**config.mk**
```make
export PLATFORM = sky130hd
export DESIGN_NAME = seed_key_sched
export DESIGN_NICKNAME = d
export VERILOG_FILES = /design/src/rtl/seed_pkg.sv /design/src/rtl/seed_g_func.sv /design/src/rtl/seed_key_sched.sv
export SDC_FILE = /design/constraint.sdc
export NUM_CORES = 2
export LEC_CHECK = 0
export BUFFER_PORTS_ARGS = -buffer_cell sky130_fd_sc_hd__buf_2
export CORE_MARGIN = 2
export CORE_UTILIZATION = 45
export CTS_BUF_LIST = sky130_fd_sc_hd__clkbuf_8
export DETAILED_ROUTE_END_ITERATION = 10
export HOLD_SLACK_MARGIN = 0.02
export REMOVE_ABC_BUFFERS = 1
export SETUP_SLACK_MARGIN = 0.02
export SLEW_MARGIN = 20
export SYNTH_ARGS = -nofsm -noshare
export SYNTH_HDL_FRONTEND = slang
export SYNTH_HIERARCHICAL = 1
export SYNTH_SLANG_ARGS = --single-unit
export TNS_END_PERCENT = 100
```
**constraint.sdc**
```tcl
create_clock -name i_Clk -period 15.75 [get_ports i_Clk]
set_input_delay 2.3625 -clock i_Clk [delete_from_list [all_inputs] [get_ports i_Clk]]
set_output_delay 2.3625 -clock i_Clk [all_outputs]
set_load 0.1 [all_outputs]
```
**src/rtl/seed_pkg.sv**
```systemverilog
// Shared SEED definitions: round constant, state encoding, S-boxes and G-function masks.
// Used by the key schedule and by the round core's F function.
package seed_pkg;

  localparam logic [31:0] KC0  = 32'h9E37_79B9;
  localparam int          NRND = 16;

  typedef enum logic [1:0] {ST_IDLE, ST_EXPAND, ST_SERVE, ST_DONE} state_t;

  // G mixing masks, index n applies to S-box output byte n for output byte 0
  localparam logic [3:0][7:0] G_MASK = {8'h3F, 8'hCF, 8'hF3, 8'hFC};

  // Entry 0 sits in the most significant byte
  localparam logic [2047:0] S1_TAB = {
    128'hA985D6D3541DAC255D43181E51FCCA63, 128'h2844209DE0E2C817A58F037BBB13D2EE,
    128'h708C3FA832DDF674EC950B575C5BBD01, 128'h241C739810CCF2D92CE772839BD186C9,
    128'h6050A3EB0DB69E4FB75AC678A612AFD5, 128'h61C3B441527D8D081F9900190453F7E1,
    128'hFD762F27B08B0EABA26E934D697C090A, 128'hBFEFF3C58714FE64DE2E4B1A06216B66,
    128'h02F5928A0CB37ED07A4796E52680ADDF, 128'hA13037AE36152238F4A7454C81E98497,
    128'h35CBCE3C7111C78975FBDAF8945982C4, 128'hFF493967C0CFD7B80F8E4223916CDBA4,
    128'h34F148C26F3D2D40BE3EBCC1AABA4E55, 128'h3BDC687F9CD84A5677A0ED46B52B65FA,
    128'hE3B9B19F5EF9E6B231EA6D5FE4F0CD88, 128'h163A58D462290733E81B0579906A2A9A
  };

  localparam logic [2047:0] S2_TAB = {
    128'h38E82DA6CFDEB3B8AF6055C7446F6B5B, 128'hC36233B529A0E2A7D39111061CBC364B,
    128'hEF886CA817C416F4C245E1D63F3D8E98, 128'h284EF63EA5F90DDFD82B667A272FF172,
    128'h42D441C07367AC8BF7AD801FCA2CAA34, 128'hD20BEEE95D9418F857AE08C513CD86B9,
    128'hFF7DC131F58A6AB1D120D70222046871, 128'h07DB9D9961BEE659DD5190DC9AA3ABD0,
    128'h810F471AE3EC8DBF967B5CA2A163234D, 128'hC89E9C3A0C2EBA6E9F5AF292F34978CC,
    128'h15FB70757F351003646DC674D5B4EA09, 128'h7619FE4012E0BD05FA01F02A5EA95643,
    128'h8514899BB0E5487997FC1E82218C1B5F, 128'h7754B21D254F0046ED5852EB7EDAC9FD,
    128'h3095653CB6E4BB7C0E50392632846993, 128'h37E724A4CB530A87D94C838FCE3B4AB7
  };

  function automatic logic [7:0] s1(input logic [7:0] x);
    return S1_TAB[{~x, 3'b000} +: 8];
  endfunction

  function automatic logic [7:0] s2(input logic [7:0] x);
    return S2_TAB[{~x, 3'b000} +: 8];
  endfunction

  // KC_j = KC0 rotated left by j
  function automatic logic [31:0] kc(input logic [3:0] j);
    logic [63:0] t;
    t = {KC0, KC0} << j;
    return t[63:32];
  endfunction

endpackage

```
**src/rtl/seed_g_func.sv**
```systemverilog
// SEED G function: four S-box lookups followed by the masked byte mix.
module seed_g_func
  import seed_pkg::*;
(
  input  logic [31:0] x,
  output logic [31:0] y
);

  logic [3:0][7:0] sb;

  assign sb[0] = s1(x[7:0]);
  assign sb[1] = s2(x[15:8]);
  assign sb[2] = s1(x[23:16]);
  assign sb[3] = s2(x[31:24]);

  genvar gi;
  generate
    for (gi = 0; gi < 4; gi++) begin : g_mix
      assign y[gi*8 +: 8] = (sb[0] & G_MASK[gi])
                          ^ (sb[1] & G_MASK[(gi + 1) % 4])
                          ^ (sb[2] & G_MASK[(gi + 2) % 4])
                          ^ (sb[3] & G_MASK[(gi + 3) % 4]);
    end
  endgenerate

endmodule

```
**src/rtl/seed_key_sched.sv**
```systemverilog
// SEED-128 key schedule: expands a user key into a 16-entry round-key table and
// serves it to the round core in encryption or decryption order.
module seed_key_sched
  import seed_pkg::*;
(
  input  logic         i_Clk,
  input  logic         i_Rst,
  input  logic [127:0] i_Key,
  input  logic         i_fStart,
  input  logic         i_fNewKey,
  input  logic         i_Dec,
  input  logic         i_fNext,
  output logic [63:0]  o_RKey,
  output logic [3:0]   o_Round,
  output logic         o_fValid,
  output logic         o_fBusy,
  output logic         o_fDone
);

  state_t      state_reg;
  logic [31:0] a_reg, b_reg, c_reg, d_reg;
  logic [3:0]  j_reg, k_reg;
  logic        dec_reg, tbl_valid_reg, valid_reg, busy_reg, done_reg;
  logic [63:0] rk_table [NRND];

  logic [31:0] kc_cur, g0_in, g1_in, g0_out, g1_out;
  logic [3:0]  ptr;

  assign kc_cur = kc(j_reg);
  assign g0_in  = a_reg + c_reg - kc_cur;
  assign g1_in  = b_reg - d_reg + kc_cur;

  seed_g_func u_g0 (.x(g0_in), .y(g0_out));
  seed_g_func u_g1 (.x(g1_in), .y(g1_out));

  // Table holds its contents across reset; only the valid flag is cleared
  always_ff @(posedge i_Clk) begin
    if (state_reg == ST_EXPAND)
      rk_table[j_reg] <= {g0_out, g1_out};
  end

  always_ff @(posedge i_Clk or negedge i_Rst) begin
    if (!i_Rst) begin
      state_reg     <= ST_IDLE;
      a_reg         <= '0;
      b_reg         <= '0;
      c_reg         <= '0;
      d_reg         <= '0;
      j_reg         <= '0;
      k_reg         <= '0;
      dec_reg       <= 1'b0;
      tbl_valid_reg <= 1'b0;
      valid_reg     <= 1'b0;
      busy_reg      <= 1'b0;
      done_reg      <= 1'b0;
    end else begin
      case (state_reg)
        ST_IDLE: begin
          if (i_fStart) begin
            dec_reg  <= i_Dec;
            busy_reg <= 1'b1;
            // A reuse request without a valid table falls back to expansion
            if (i_fNewKey || !tbl_valid_reg) begin
              {a_reg, b_reg, c_reg, d_reg} <= i_Key;
              tbl_valid_reg <= 1'b0;
              j_reg         <= '0;
              state_reg     <= ST_EXPAND;
            end else begin
              k_reg     <= '0;
              valid_reg <= 1'b1;
              state_reg <= ST_SERVE;
            end
          end
        end
        ST_EXPAND: begin
          if (!j_reg[0])
            {a_reg, b_reg} <= {b_reg[7:0], a_reg, b_reg[31:8]};
          else
            {c_reg, d_reg} <= {c_reg[23:0], d_reg, c_reg[31:24]};
          if (j_reg == 4'(NRND - 1)) begin
            tbl_valid_reg <= 1'b1;
            k_reg         <= '0;
            valid_reg     <= 1'b1;
            state_reg     <= ST_SERVE;
          end else begin
            j_reg <= j_reg + 4'd1;
          end
        end
        ST_SERVE: begin
          if (i_fNext) begin
            if (k_reg == 4'(NRND - 1)) begin
              valid_reg <= 1'b0;
              busy_reg  <= 1'b0;
              done_reg  <= 1'b1;
              state_reg <= ST_DONE;
            end else begin
              k_reg <= k_reg + 4'd1;
            end
          end
        end
        ST_DONE: begin
          done_reg  <= 1'b0;
          state_reg <= ST_IDLE;
        end
        default: state_reg <= ST_IDLE;
      endcase
    end
  end

  assign ptr      = dec_reg ? ~k_reg : k_reg;
  assign o_fValid = valid_reg;
  assign o_fBusy  = busy_reg;
  assign o_fDone  = done_reg;
  assign o_Round  = valid_reg ? ptr : 4'd0;
  assign o_RKey   = valid_reg ? rk_table[ptr] : 64'd0;

endmodule

```
# Word-level counts from Yosys, hierarchy flattened
# Memory sizes are Yosys's and may differ from the RTL's.
# Cells that the tools add are included.
# classes
n_addsub	6
n_eq_ne	15
n_shift	9
muxes	51
n_bitwise	33
reduce_logical	17
# ops
operator	n
$shiftx A2048 B12 Y8 const A	8
$mux W32	12
$pmux W32 S2	4
$xor A8 B8 Y8	16
$add A32 B32 Y32	2
$mux W64	1
$not A8 Y8	8
$shl A64 B4 Y64 const A	1
$sub A32 B32 Y32	2
$xor A8 B6 Y8	6
$mux W4	10
$reduce_and A4 Y1	6
$ne A2 B2 Y1 const B	9
$xor A6 B8 Y8	2
$mux W1	12
$pmux W4 S3	1
$reduce_and A6 Y1	2
$mux W2	5
$add A4 B1 Y4 const B	2
$eq A4 B4 Y1 const B	2
$pmux W2 S4	1
$pmux W4 S2	1
$pmux W1 S2	3
$reduce_bool A2 Y1	3
11 further kinds	12
# totals
regBits	143
ram_bits	1024
in_bits	134
out_inout_bits	71
word_cells	144
n_memories	1
# memory_table
memory	words	word_bits	rd	rd_clocked_by_memory_dff	wr	line	text
rk_table	16	64	1	0	1	seed_key_sched.sv:24	logic [63:0] rk_table [NRND];

# Depth between registers and ports, before layout
# logic_depth
depth_word	7
depth_mapped	31
depth_no_buf	27

# Hierarchy
# Netlist, hierarchy kept.
# modules_own_cells
module	instances	cells_per_inst	area_per_inst_um2	seq_area_each_um2
seed_key_sched	1	3539	52841.9	34327.9
seed_g_func	2	2211	13618.1	0.0

# Worst setup path after synthesis
# No wires, ideal clock.
# synth_timing
kind	register to register
from	register j_reg[0]
to	memory rk_table[0][34] (data pin)
setup_time_ns	0.289
t_arrival_ns	7.540
required_ns	15.461
path_slack_ns	7.921
stages_incl_launch_ff	29
path_buffers	2
period_less_slack_ns	7.829
cell_sequence	dfrtp_1 > clkbuf_1 > inv_1 > ha_1 > nand2_1 > a21boi_0 > inv_1 > mux2_2 > inv_1 > fa_1 > ha_1 > o21ai_0 > a21oi_1 > o22ai_1 > o211ai_1 > nand2_1 > and3_1 > nor4_1 > clkbuf_1 > inv_1 > ha_1 > nand2_2 > o21ai_0 > mux4_2 > a221o_1 > and3_4 > a32oi_4 > xnor2_2 > xor2_1
# synth_via
word_cells_on_any_way	11
classes_between	1 x add/sub; 4 x shift; 6 x bitwise
# synth_rtl
item	line	text
from (decl)	seed_key_sched.sv:22	logic [3:0] j_reg, k_reg;
from (signal assigned)	seed_key_sched.sv:86	j_reg <= j_reg + 4'd1;
$shl A64 B4 Y64	seed_pkg.sv:47	t = {KC0, KC0} << j;
$sub A32 B32 Y32	seed_key_sched.sv:30	assign g0_in = a_reg + c_reg - kc_cur;
net g0_in[25]	seed_key_sched.sv:26	logic [31:0] kc_cur, g0_in, g1_in, g0_out, g1_out;
$not A8 Y8	seed_pkg.sv:41	return S2_TAB[{~x, 3'b000} +: 8];
$shiftx A2048 B12 Y8	seed_pkg.sv:41	
$xor A8 B6 Y8	seed_g_func.sv:22	^ (sb[3] & G_MASK[(gi + 3) % 4]);
net g0_out[2]	seed_key_sched.sv:26	
to (decl)	seed_key_sched.sv:24	
# The timed path passes the listed nets, and every way through them passes these cells.

# Final worst setup path
# layout_timing
from	register j_reg[1]
to	memory rk_table[15][57] (data pin)
# layout_via
word_cells_on_any_way	11
classes_between	1 x add/sub; 4 x shift; 6 x bitwise
# layout_rtl
item	line	text
$shl A64 B4 Y64	seed_pkg.sv:47	
$sub A32 B32 Y32	seed_key_sched.sv:30	
net g0_in[16]	seed_key_sched.sv:26	
$not A8 Y8	seed_pkg.sv:37	return S1_TAB[{~x, 3'b000} +: 8];
$shiftx A2048 B12 Y8	seed_pkg.sv:37	
$xor A8 B8 Y8	seed_g_func.sv:21	^ (sb[2] & G_MASK[(gi + 2) % 4])
$xor A8 B8 Y8	seed_g_func.sv:22	
net g0_out[25]	seed_key_sched.sv:26	
# The timed path passes the listed nets, and every way through them passes these cells.

==> results.json <==
{
  "area_growth_pct": 8.17,
  "ys.flop_type": "edfxtp_1",
  "cp_num_cells": 25,
  "postCtsHoldBufs": 0,
  "crit_type": "register to register",
  "first_pass_iters": 8,
  "finalSetupViolCount": 0,
  "htreeDepth": 4,
  "worst_path_most_repeated_cell": "inv_1",
  "status": "complete, no violations",
  "io_pins": 205,
  "dieWidth_um": 426,
  "post-route-drc-count": 0,
  "synth-seq-cells": 1167,
  "grtUsageTotal_pct": 34.0,
  "wirelength_um": 318000,
  "largest_register": "rk_table",
  "cp_data_required_time_ns": 16.32,
  "synth_top_area_share_pct": 38.4,
  "yosysWarnings": 6,
  "stdcell_area_um2": 86600,
  "cts_resized": 0,
  "synth_top_family_by_area": "compound AO/OA/AOI/OAI gates",
  "max_cap_violations": 0,
  "critPathTopFamily": "compound AO/OA/AOI/OAI gates",
  "netlist_area_um2": 80100,
  "cts_tree": "built",
  "insertion_delay_ns": 0.93,
  "yosysSeqAreaShare_pct": 42.9,
  "viasPerCell": 6.87,
  "postCtsSetupBuffers": 0,
  "final_cells": 10300,
  "worstHoldPathType": "register to register",
  "hpwlAfterDp_um": 204000,
  "synth_mux_area_share_pct": 10.2,
  "rows": 154,
  "slew_violations": 0,
  "min_path_cells": 1,
  "antenna_found_initial": 20,
  "synth_area_leaders": "edfxtp_1 (38%), mux4_2 (6.2%), a21oi_1 (4.6%)",
  "clkTransAtPathRegs_ns": 0.06,
  "via_count": 70700,
  "clock_sinks": 1167,
  "gr-total-overflow": 0,
  "cts_inserted_buffers": 190,
  "fin_nets": 8192,
  "cp-end-kind": "register",
  "reg2regPathDepth": 25,
  "die-area_um2": 181000,
  "core_area_um2": 176000,
  "first_iter_violations": 10400,
  "fin_skew_ns": 0.0583,
  "yosysTopAreaCell": "edfxtp_1",
  "async_flop_share_pct": 12.3,
  "ctsRootBufferMaster": "clkbuf_8",
  "routabilityCongestion": 1.03,
  "io_buffers": 204,
  "ys_types": 112,
  "initial_core_util_pct": 45.4,
  "cp.arrival_ns": 10.72,
  "die_y_um": 426,
  "path_buf_inv": 4,
  "dpl-instance-area_um2": 82900,
  "dp_cells": 9950,
  "grt_pass1_wl_um": 460000,
  "wl_per_cell_um": 30.9,
  "path_max_fanout": 20,
  "finalHoldViolCount": 0,
  "synth_common_cells": "edfxtp_1 (1024), a21oi_1 (738), nand2_1 (617)",
  "synth_edf_count": 1024,
  "hold_slack_ns": 0.484,
  "ant_nets": 0,
  "tightest_slew_ns": 1.12,
  "synthesis.instances": 7961,
  "drive_gt1_share_pct": 14.9,
  "critical-path-max-stage-delay_ns": 0.85,
  "clock_path_buffers": 3,
  "largest_reg_flops": 1024,
  "start_kind": "register",
  "grt_pass1_vias": 66400,
  "clock.fmax_mhz": 98.5,
  "slowest_stage": "ha_1",
  "rsz0062_at_grt": "no",
  "synth_xor_area_share_pct": 1.94,
  "min_period_ns": 10.16,
  "avgSynthCellArea_um2": 10.1,
  "grt_max_degree": 154,
  "synth_most_common_cell": "edfxtp_1",
  "period_share_pct": 64.5,
  "synth_fa_ha_area_share_pct": 4.58,
  "synth_simple_gate_area_share_pct": 13.7,
  "slew_headroom_pct": 25.6,
  "synth_compound_area_share_pct": 21.4
}
worst paths after layout:
path	start	slack, ns	end
min in group asynchronous	i_Rst	1.47	c_reg[14]
min reg2reg	tbl_valid_reg	0.48	tbl_valid_reg
min	tbl_valid_reg	0.48	tbl_valid_reg
max reg2reg	j_reg[1]	5.59	rk_table[15][57]
max in group asynchronous	i_Rst	12.66	k_reg[0]
max	j_reg[1]	5.59	rk_table[15][57]
final cells by class:
type	count	area, um2
diodes	7	17.5
clock buffers	195	2680
clock inverters	139	741
fillers	16300	89900
inverters	212	796
multi-input cells	5846	42600
flip-flops and latches	1167	34300
well taps	2340	2930
repair buffers	385	2490
stage by stage:
step           setup TNS (ns)  setup WS, ns  utilization (%)
2_1_floorplan         -163.41         -2.54                -
3_3_place_gp                0          6.01             46.9
3_5_place_dp                0          5.74             47.0
4_1_cts                     0          5.68             48.9
5_1_grt                     0          5.04             49.1
6_report                    0          5.59             49.1
cell families after synthesis:
| kind of cell | count (synthesis) |
|---|---|
| flip-flops | 1167 |
| XOR/XNOR | 175 |
| AO/OA/AOI/OAI | 2626 |
| adder cells (fa/ha/maj) | 256 |
| AND/OR/NAND/NOR | 2262 |
| buffers and inverters | 948 |
| multiplexers | 527 |
per-layer routing:
layer | routed length [um] | track usage (%)
met5 | 46 | 0
met1 | 126000 | 46.7
met3 | 33400 | 6.76
met2 | 141000 | 51.6
met4 | 17100 | 16.4
placed cells by master (no fill, tap or decap), types with 174 or more instances in the layout:
cell,Yosys,routed
clkbuf_8,0,195
buf_2,223,203
nor2_1,543,527
nand2_1,617,615
ha_1,194,193
nor3_1,216,212
edfxtp_1,1024,1024
inv_1,200,262
buf_4,53,174
o21ai_0,537,536
mux2i_1,229,229
nand3_1,214,214
a21oi_1,738,736
mux4_2,222,222
Power is left out: the tool's default activity adds up to more than one toggle a clock period on the data nets, which glitch-free logic cannot reach.
